===== config.mk =====
export PLATFORM = sky130hd
export DESIGN_NAME = watch_set_ctrl_flat
export DESIGN_NICKNAME = d
export VERILOG_FILES = /design/src/rtl/watch_set_ctrl_if.sv /design/src/rtl/watch_set_ctrl.sv /design/src/flat_wrapper.sv
export SDC_FILE = /design/constraint.sdc
export NUM_CORES = 1
export LEC_CHECK = 0
export CAP_MARGIN = 40
export CORE_ASPECT_RATIO = 1.4
export CORE_UTILIZATION = 39
export DETAILED_ROUTE_END_ITERATION = 6
export DONT_BUFFER_PORTS = 1
export GPL_TIMING_DRIVEN = 0
export PLACE_DENSITY_LB_ADDON = 0.1
export SLEW_MARGIN = 30
export SYNTH_ARGS = -nofsm -noshare
export SYNTH_HDL_FRONTEND = slang
export SYNTH_SLANG_ARGS = --single-unit

===== constraint.sdc =====
create_clock -name clk -period 3.57 [get_ports clk]
set_input_delay 0.714 -clock clk [delete_from_list [all_inputs] [get_ports clk]]
set_output_delay 0.714 -clock clk [all_outputs]
set_load 0.05 [all_outputs]

===== src/rtl/watch_set_ctrl_if.sv =====
// Watch controller bus: user buttons, current watch time, and the controller's
// tick/load/edit-time/mode outputs. The controller takes the master view; the
// watch core and button logic take the slave view.
interface watch_set_ctrl_if;
    logic       btn_mode;
    logic       btn_inc;
    logic [3:0] cur_hour;
    logic [5:0] cur_minute;
    logic       tick;
    logic       load;
    logic [3:0] load_hour;
    logic [5:0] load_minute;
    logic [1:0] mode;

    modport master (
        input  btn_mode, btn_inc, cur_hour, cur_minute,
        output tick, load, load_hour, load_minute, mode
    );

    modport slave (
        output btn_mode, btn_inc, cur_hour, cur_minute,
        input  tick, load, load_hour, load_minute, mode
    );
endinterface


===== src/rtl/watch_set_ctrl.sv =====
// Watch set-time controller: generates the 1-cycle time-base tick and runs the
// button-driven RUN -> SET_H -> SET_M -> RUN edit sequence, writing the edited
// time back with a 1-cycle load strobe. All outputs are registered.
// Optional feature: define AUTO_REPEAT_EN to auto-repeat increments while btn_inc
// is held in the edit states.
module watch_set_ctrl #(
    parameter int unsigned TICK_DIV    = 4,
    parameter int unsigned HOUR_MAX    = 11,
    parameter int unsigned REPEAT_DLY  = 8,
    parameter int unsigned REPEAT_RATE = 4
) (
    input logic               clk,
    input logic               rstn,
    watch_set_ctrl_if.master  bus
);

    localparam int unsigned PW = (TICK_DIV > 1) ? $clog2(TICK_DIV) : 1;
    localparam logic [PW-1:0] PRESC_LAST = PW'(TICK_DIV - 1);
    localparam logic [3:0]    HOUR_LAST  = 4'(HOUR_MAX);
    localparam logic [5:0]    MIN_LAST   = 6'd59;

    typedef enum logic [1:0] {
        StRun  = 2'd0,
        StSetH = 2'd1,
        StSetM = 2'd2
    } state_e;

    state_e         state_q, state_d;
    logic [PW-1:0]  presc_q, presc_d;
    logic           tick_q, tick_d;
    logic           load_q, load_d;
    logic [3:0]     hour_q, hour_d;
    logic [5:0]     minute_q, minute_d;
    logic           mode_prev_q, inc_prev_q;

    logic mode_press, inc_press, rpt_fire, inc_evt;

    assign mode_press = bus.btn_mode & ~mode_prev_q;
    assign inc_press  = bus.btn_inc & ~inc_prev_q;
    assign inc_evt    = inc_press | rpt_fire;

`ifdef AUTO_REPEAT_EN
    localparam int unsigned RW = $clog2(REPEAT_DLY + REPEAT_RATE + 1);

    logic [RW-1:0] rpt_q, rpt_d, rpt_next;

    // Hold counter: cycles since press; fires at DLY, then every RATE (folds back to DLY).
    always_comb begin
        rpt_d    = '0;
        rpt_fire = 1'b0;
        rpt_next = rpt_q + RW'(1);
        if (state_q != StRun && !mode_press && bus.btn_inc && !inc_press) begin
            if (rpt_next == RW'(REPEAT_DLY + REPEAT_RATE)) begin
                rpt_fire = 1'b1;
                rpt_d    = RW'(REPEAT_DLY);
            end else begin
                rpt_fire = (rpt_next == RW'(REPEAT_DLY));
                rpt_d    = rpt_next;
            end
        end
    end

    // Hold counter register.
    always_ff @(posedge clk or negedge rstn) begin
        if (!rstn) begin
            rpt_q <= '0;
        end else begin
            rpt_q <= rpt_d;
        end
    end
`else
    logic unused_rpt;
    assign unused_rpt = ^{REPEAT_DLY, REPEAT_RATE};
    assign rpt_fire   = 1'b0;
`endif

    // Next-state, prescaler and edit-value logic; mode press beats inc press.
    always_comb begin
        state_d  = state_q;
        presc_d  = presc_q;
        tick_d   = 1'b0;
        load_d   = 1'b0;
        hour_d   = hour_q;
        minute_d = minute_q;
        unique case (state_q)
            StRun: begin
                if (mode_press) begin
                    state_d  = StSetH;
                    hour_d   = (bus.cur_hour > HOUR_LAST) ? 4'd0 : bus.cur_hour;
                    minute_d = (bus.cur_minute > MIN_LAST) ? 6'd0 : bus.cur_minute;
                    presc_d  = '0;
                end else if (presc_q == PRESC_LAST) begin
                    presc_d = '0;
                    tick_d  = 1'b1;
                end else begin
                    presc_d = presc_q + PW'(1);
                end
            end
            StSetH: begin
                if (mode_press) begin
                    state_d = StSetM;
                end else if (inc_evt) begin
                    hour_d = (hour_q == HOUR_LAST) ? 4'd0 : hour_q + 4'd1;
                end
            end
            StSetM: begin
                if (mode_press) begin
                    state_d = StRun;
                    load_d  = 1'b1;
                    presc_d = '0;
                end else if (inc_evt) begin
                    minute_d = (minute_q == MIN_LAST) ? 6'd0 : minute_q + 6'd1;
                end
            end
            default: begin
                state_d = StRun;
                presc_d = '0;
            end
        endcase
    end

    // State, output and button-history registers.
    always_ff @(posedge clk or negedge rstn) begin
        if (!rstn) begin
            state_q     <= StRun;
            presc_q     <= '0;
            tick_q      <= 1'b0;
            load_q      <= 1'b0;
            hour_q      <= 4'd0;
            minute_q    <= 6'd0;
            mode_prev_q <= 1'b0;
            inc_prev_q  <= 1'b0;
        end else begin
            state_q     <= state_d;
            presc_q     <= presc_d;
            tick_q      <= tick_d;
            load_q      <= load_d;
            hour_q      <= hour_d;
            minute_q    <= minute_d;
            mode_prev_q <= bus.btn_mode;
            inc_prev_q  <= bus.btn_inc;
        end
    end

    assign bus.tick        = tick_q;
    assign bus.load        = load_q;
    assign bus.load_hour   = hour_q;
    assign bus.load_minute = minute_q;
    assign bus.mode        = state_q;

endmodule


===== src/flat_wrapper.sv =====
// flat-port wrapper written by rule: the top's interface ports become plain ports
module watch_set_ctrl_flat 
#(
    parameter int unsigned TICK_DIV    = 4,
    parameter int unsigned HOUR_MAX    = 11,
    parameter int unsigned REPEAT_DLY  = 8,
    parameter int unsigned REPEAT_RATE = 4
)
  (clk, rstn, bus_btn_mode, bus_btn_inc, bus_cur_hour, bus_cur_minute, bus_tick, bus_load, bus_load_hour, bus_load_minute, bus_mode);
  watch_set_ctrl_if bus_i ();
  input logic clk;
  input logic rstn;
  input wire logic [$bits(bus_i.btn_mode)-1:0] bus_btn_mode;
  input wire logic [$bits(bus_i.btn_inc)-1:0] bus_btn_inc;
  input wire logic [$bits(bus_i.cur_hour)-1:0] bus_cur_hour;
  input wire logic [$bits(bus_i.cur_minute)-1:0] bus_cur_minute;
  output wire logic [$bits(bus_i.tick)-1:0] bus_tick;
  output wire logic [$bits(bus_i.load)-1:0] bus_load;
  output wire logic [$bits(bus_i.load_hour)-1:0] bus_load_hour;
  output wire logic [$bits(bus_i.load_minute)-1:0] bus_load_minute;
  output wire logic [$bits(bus_i.mode)-1:0] bus_mode;
  assign bus_i.btn_mode = bus_btn_mode;
  assign bus_i.btn_inc = bus_btn_inc;
  assign bus_i.cur_hour = bus_cur_hour;
  assign bus_i.cur_minute = bus_cur_minute;
  assign bus_tick = bus_i.tick;
  assign bus_load = bus_i.load;
  assign bus_load_hour = bus_i.load_hour;
  assign bus_load_minute = bus_i.load_minute;
  assign bus_mode = bus_i.mode;
  watch_set_ctrl #(.TICK_DIV(TICK_DIV), .HOUR_MAX(HOUR_MAX), .REPEAT_DLY(REPEAT_DLY), .REPEAT_RATE(REPEAT_RATE)) u_core (.clk(clk), .rstn(rstn), .bus(bus_i));
endmodule

[Word level (Yosys, flattened, before mapping)]
Index checks and enable logic that the tools add are counted.
W data, S select, Z words.
Storage, ports and cells
  bits in latches: 0
  memories: 0
  logic and storage cells: 61
  output and inout port bits: 14
  RAM bits: 0
  memory bits (read-only): 0
  bits of input ports: 14
  bits in registers: 18
Operators by class
  reductions and logical operators: 7
  $lt $le $gt $ge: 2
  mux-type cells: 24
  bitwise gates (word level): 5
  equality and inequality tests: 12
  multipliers: 0
  shift operators: 0
  divide/modulo/power cells: 0
  add/subtract/negate cells: 3
Operators with widths (count)
  $mux W6: 5
  $mux W4: 5
  $pmux W2 S3: 2
  $pmux W6 S2: 1
  $mux W2: 5
  $ne A2 B1 Y1 const B: 5
  $pmux W4 S2: 1
  $reduce_and A4 Y1: 2
  $add A6 B1 Y6 const B: 1
  $eq A6 B6 Y1 const B: 1
  $gt A6 B6 Y1 const B: 1
  $mux W1: 5
  $add A4 B1 Y4 const B: 1
  $eq A2 B2 Y1 const B: 2
  $eq A4 B4 Y1 const B: 1
  $gt A4 B4 Y1 const B: 1
  $ne A2 B2 Y1 const B: 2
  $reduce_bool A2 Y1: 2
  $not A1 Y1: 3
  $reduce_and A3 Y1: 1
  $add A2 B1 Y2 const B: 1
  $and A1 B1 Y1: 2
  $eq A2 B1 Y1 const B: 1
  $logic_not A2 Y1: 1
  $reduce_and A2 Y1: 1

[Logic depth before layout (Yosys ltp)]
  depth after elaboration: 5
  depth in mapped cells: 6
  gate-level depth less buffers: 5

[Least setup slack after synthesis]
Ideal clock, no wire load.
  path kind: reg-to-reg
  start point: register u_core.minute_q[0] (netlist: u_core.bus.load_minute[0])
  end point: register u_core.minute_q[0] (netlist: u_core.bus.load_minute[0])
  arrival: 1.634 ns
  path slack: 1.814 ns
  library setup time: 0.123 ns
  period minus slack after synthesis: 1.756 ns
  path buffers: 0
  cell stages (with the launch flop): 6
  cells stage by stage: dfrtp_1 -> ha_1 -> nand4_1 -> o21ai_0 -> a2bb2oi_1 -> o21ai_1
On the way
  cells in the longest elaborated chain, start to end: 5
  elaborated cells between the ends (all ways): 6
  those cells by class: add/sub (1); eq/ne (1); mux (4)
Ends and longest elaborated chain
  start, declared: line watch_set_ctrl.sv:33  | logic [5:0] minute_q, minute_d;
  start signal, assigned: line watch_set_ctrl.sv:139  | minute_q <= minute_d;
  $add A6 B1 Y6 or $eq A6 B6 Y1 (tied branches): line watch_set_ctrl.sv:112  | minute_d = (minute_q == MIN_LAST) ? 6'd0 : minute_q + 6'd1;
  $mux W6 (*): line watch_set_ctrl.sv:112
  $mux W6 (*): line watch_set_ctrl.sv:111  | end else if (inc_evt) begin
  $mux W6 (*): line watch_set_ctrl.sv:107  | if (mode_press) begin
  $pmux W6 S2 (*): line watch_set_ctrl.sv:85  | unique case (state_q)
Mark *: on every way between the ends. The rest lies on a longest branch, timed or not. The select of a mux whose other input is x is not followed.
A chain may end at the register's enable or synchronous reset.

[Worst setup path in the final report]
Ends and elaborated chain as after synthesis.

==> flow_summary.toml <==
[status]
run_status = "finished clean"

[global_route]
antenna_found_initial = 0
grtUsageMet1 = 0.218
gr-total-overflow = 0
grt_busiest_layer = "met2"
use_met3 = 0.0349
grt_pass1_vias = 771
grt_max_degree = 19
grt_util_met2 = 0.266
grt_first_pass_wirelength_um = 3540
grt_usage = 0.169

[cells_and_area]
layout_common_cells = "dfrtp_1, nand2_1, o21ai_0"
final_core_util = 0.452
diodes = 0
drive_gt1_frac = 0.110
final_common_cell = "dfrtp_1"
nets = 127
syn2layout_area_growth_pct = 7.77

[floorplanning]
core_um2 = 2420
die_w_um = 45.1
fp.dieH_um = 62.4
pin_count = 28
start_util = 0.420
std_cell_rows = 21
dieArea_um2 = 2810

[clocking]
clkSlewWorstSetupHoldPaths_ps = 110
postCtsSetupBuffers = 0
tritoncts = "yes"
cts.path.max_buffers = 2
clock_latency_ps = 290
cts_buffers = 3
cts.repair.resized = 0
cts.sinks = 18
cts_hold_buf = 0
htree_levels = 1
cts_root_buffer = "clkbuf_4"

[critical_path]
worstPathMaxFanout = 5
cp-startpoint = "u_core.bus.load_minute[0]$_DFFE_PN0P_"
cp-start-kind = "flip-flop"
required_ps = 3760
r2r-end = "u_core.bus.load_minute[0]$_DFFE_PN0P_"
cp_data_arrival_time_ps = 2160
r2r-start = "u_core.bus.load_minute[0]$_DFFE_PN0P_"
r2r_slack_ps = 1600
cp-end-kind = "flip-flop"
critical_path.endpoint = "u_core.bus.load_minute[0]$_DFFE_PN0P_"
reg2reg_depth = 5
path_class = "flip-flop to flip-flop"

[worst_hold_path]
holdCritPathClass = "input port to asynchronous set/reset pin"

[sta]
relSlewSlack = 0.579
clock.fmax_mhz = 508
whs_ps = 94.7
finalSetupViolCount = 0
final.setup.tns_ps = 0
period_needed_ps = 1970
rsz0062_at_grt = "false"
worst_slack_ps = 1600
period_share = 0.552
hold_viol = 0
finClkSkew_ps = 5.76
drv_slew = 0
worst_pin_slew_ps = 631

[route]
totalWireLength_um = 2060
wl_per_cell_um = 14.4
postRouteAntennaNets = 0
drc = 0
via_count = 820
drt_pass1_iterations = 4
vias_per_cell = 5.73
initialDrtViolationCount = 13

[placed_design]
routabilityCongestion = 0.724
place_ws_ps = 1610
dp_hpwl_um = 1540
numPortBuffers = 0

[synth]
syn-cell-area_um2 = 1010
synthDistinctLibCells = 37
syn_inst = 105
syn_avg_cell_area_um2 = 9.66
yosys_warnings = 0
ys_seq_area_frac = 0.444
synth_nets = 122
ys_ff_latch = 18

[power_and_ir_drop]
power_density_nw_per_um2 = 969
power_uw = 1060
p_leak_uw = 0.000444
vdd_drop_max_v = 0.000568

[job]
maxCapViolCount = 0
## cells in the mapped netlist, drive strengths merged
cell	number	area (um^2)
nand2b	3	18.8
xnor2	1	8.76
a21boi	1	7.51
a22oi	2	15.0
o221ai	2	23.8
inv	2	7.51
or3b	1	8.76
a2bb2oi	2	17.5
dfrtp	18	450
nor2b	4	27.5
nand3	1	5.00
buf	3	30.0
and4b	1	10.0
nor4	1	6.26
nand4b	2	17.5
nand2	13	48.8
a31oi	4	31.3
a311oi	1	8.76
a21oi	7	35.0
clkbuf	1	3.75
ha	3	37.5
nor4b	2	32.5
a211oi	1	7.51
o211ai	1	7.51
mux2i	1	10.0
o31ai	2	15.0
nand4	1	6.26
nor2	6	22.5
o21ai	14	70.1
nor3	3	15.0
a41oi	1	8.76
## worst max-delay path, cell delays in order, from the launching register on
cell and delay, ps:
dfrtp_1 710, ha_1 330, nand4_1 130, o21ai_0 430, a2bb2oi_1 200, o21ai_1 70
## where the power goes
group          internal (uW)  total, uW  switching (uW)
Combinational            153        333             180
Sequential               273        599             326
Clock                   62.2        127            64.6
## through the flow
step,cells,area [um^2]
6_report,143,1090
4_1_cts,143,1090
3_3_place_gp,139,1060
2_1_floorplan,105,1010
5_1_grt,143,1090
3_5_place_dp,139,1060
## metal layers
metal / vias to the layer above / wire, um
li1: 403 / -
met4: 0 / 31
met1: 389 / 874
met5: - / 0
met2: 24 / 1050
met3: 4 / 104
## final cells by class
type | instances | area, um^2
fill | 246 | 1320
multi-input combinational | 81 | 523
sequential | 18 | 450
tap | 34 | 42.5
clock buffer | 4 | 36.3
buffer | 4 | 33.8
inverter | 2 | 7.51
## sequential cells by signal, indices dropped and copies added (netlist names)
register,flops
u_core.inc_prev_q,1
u_core.bus.tick,1
u_core.bus.load_minute,6
u_core.presc_q,2
u_core.bus.mode,2
u_core.bus.load,1
u_core.bus.load_hour,4
u_core.mode_prev_q,1
## logic make-up after synthesis
| logic type | count (synthesis) | synth area share |
|---|---|---|
| compound gates | 38 | 0.244 |
| xor+xnor | 1 | 0.00863 |
| fa+ha+maj | 3 | 0.0370 |
| buf+inv | 6 | 0.0407 |
| flops | 18 | 0.444 |
| mux | 1 | 0.00986 |
| simple gates | 38 | 0.216 |
## worst min-delay path by stage
| stage | start | endpoint | cells after the start |
|---|---|---|---|
| 2_1_floorplan | rstn | u_core.bus.load$_DFF_PN0_ | 0 |
| 3_3_place_gp | rstn | u_core.bus.tick$_DFF_PN0_ | 0 |
| 3_5_place_dp | rstn | u_core.bus.tick$_DFF_PN0_ | 0 |
| 4_1_cts | rstn | u_core.bus.tick$_DFF_PN0_ | 0 |
| 5_1_grt | rstn | u_core.bus.load_hour[3]$_DFFE_PN0P_ | 0 |
| 6_report | rstn | u_core.bus.tick$_DFF_PN0_ | 0 |
Note: power is estimated with default switching activity, not from simulation.
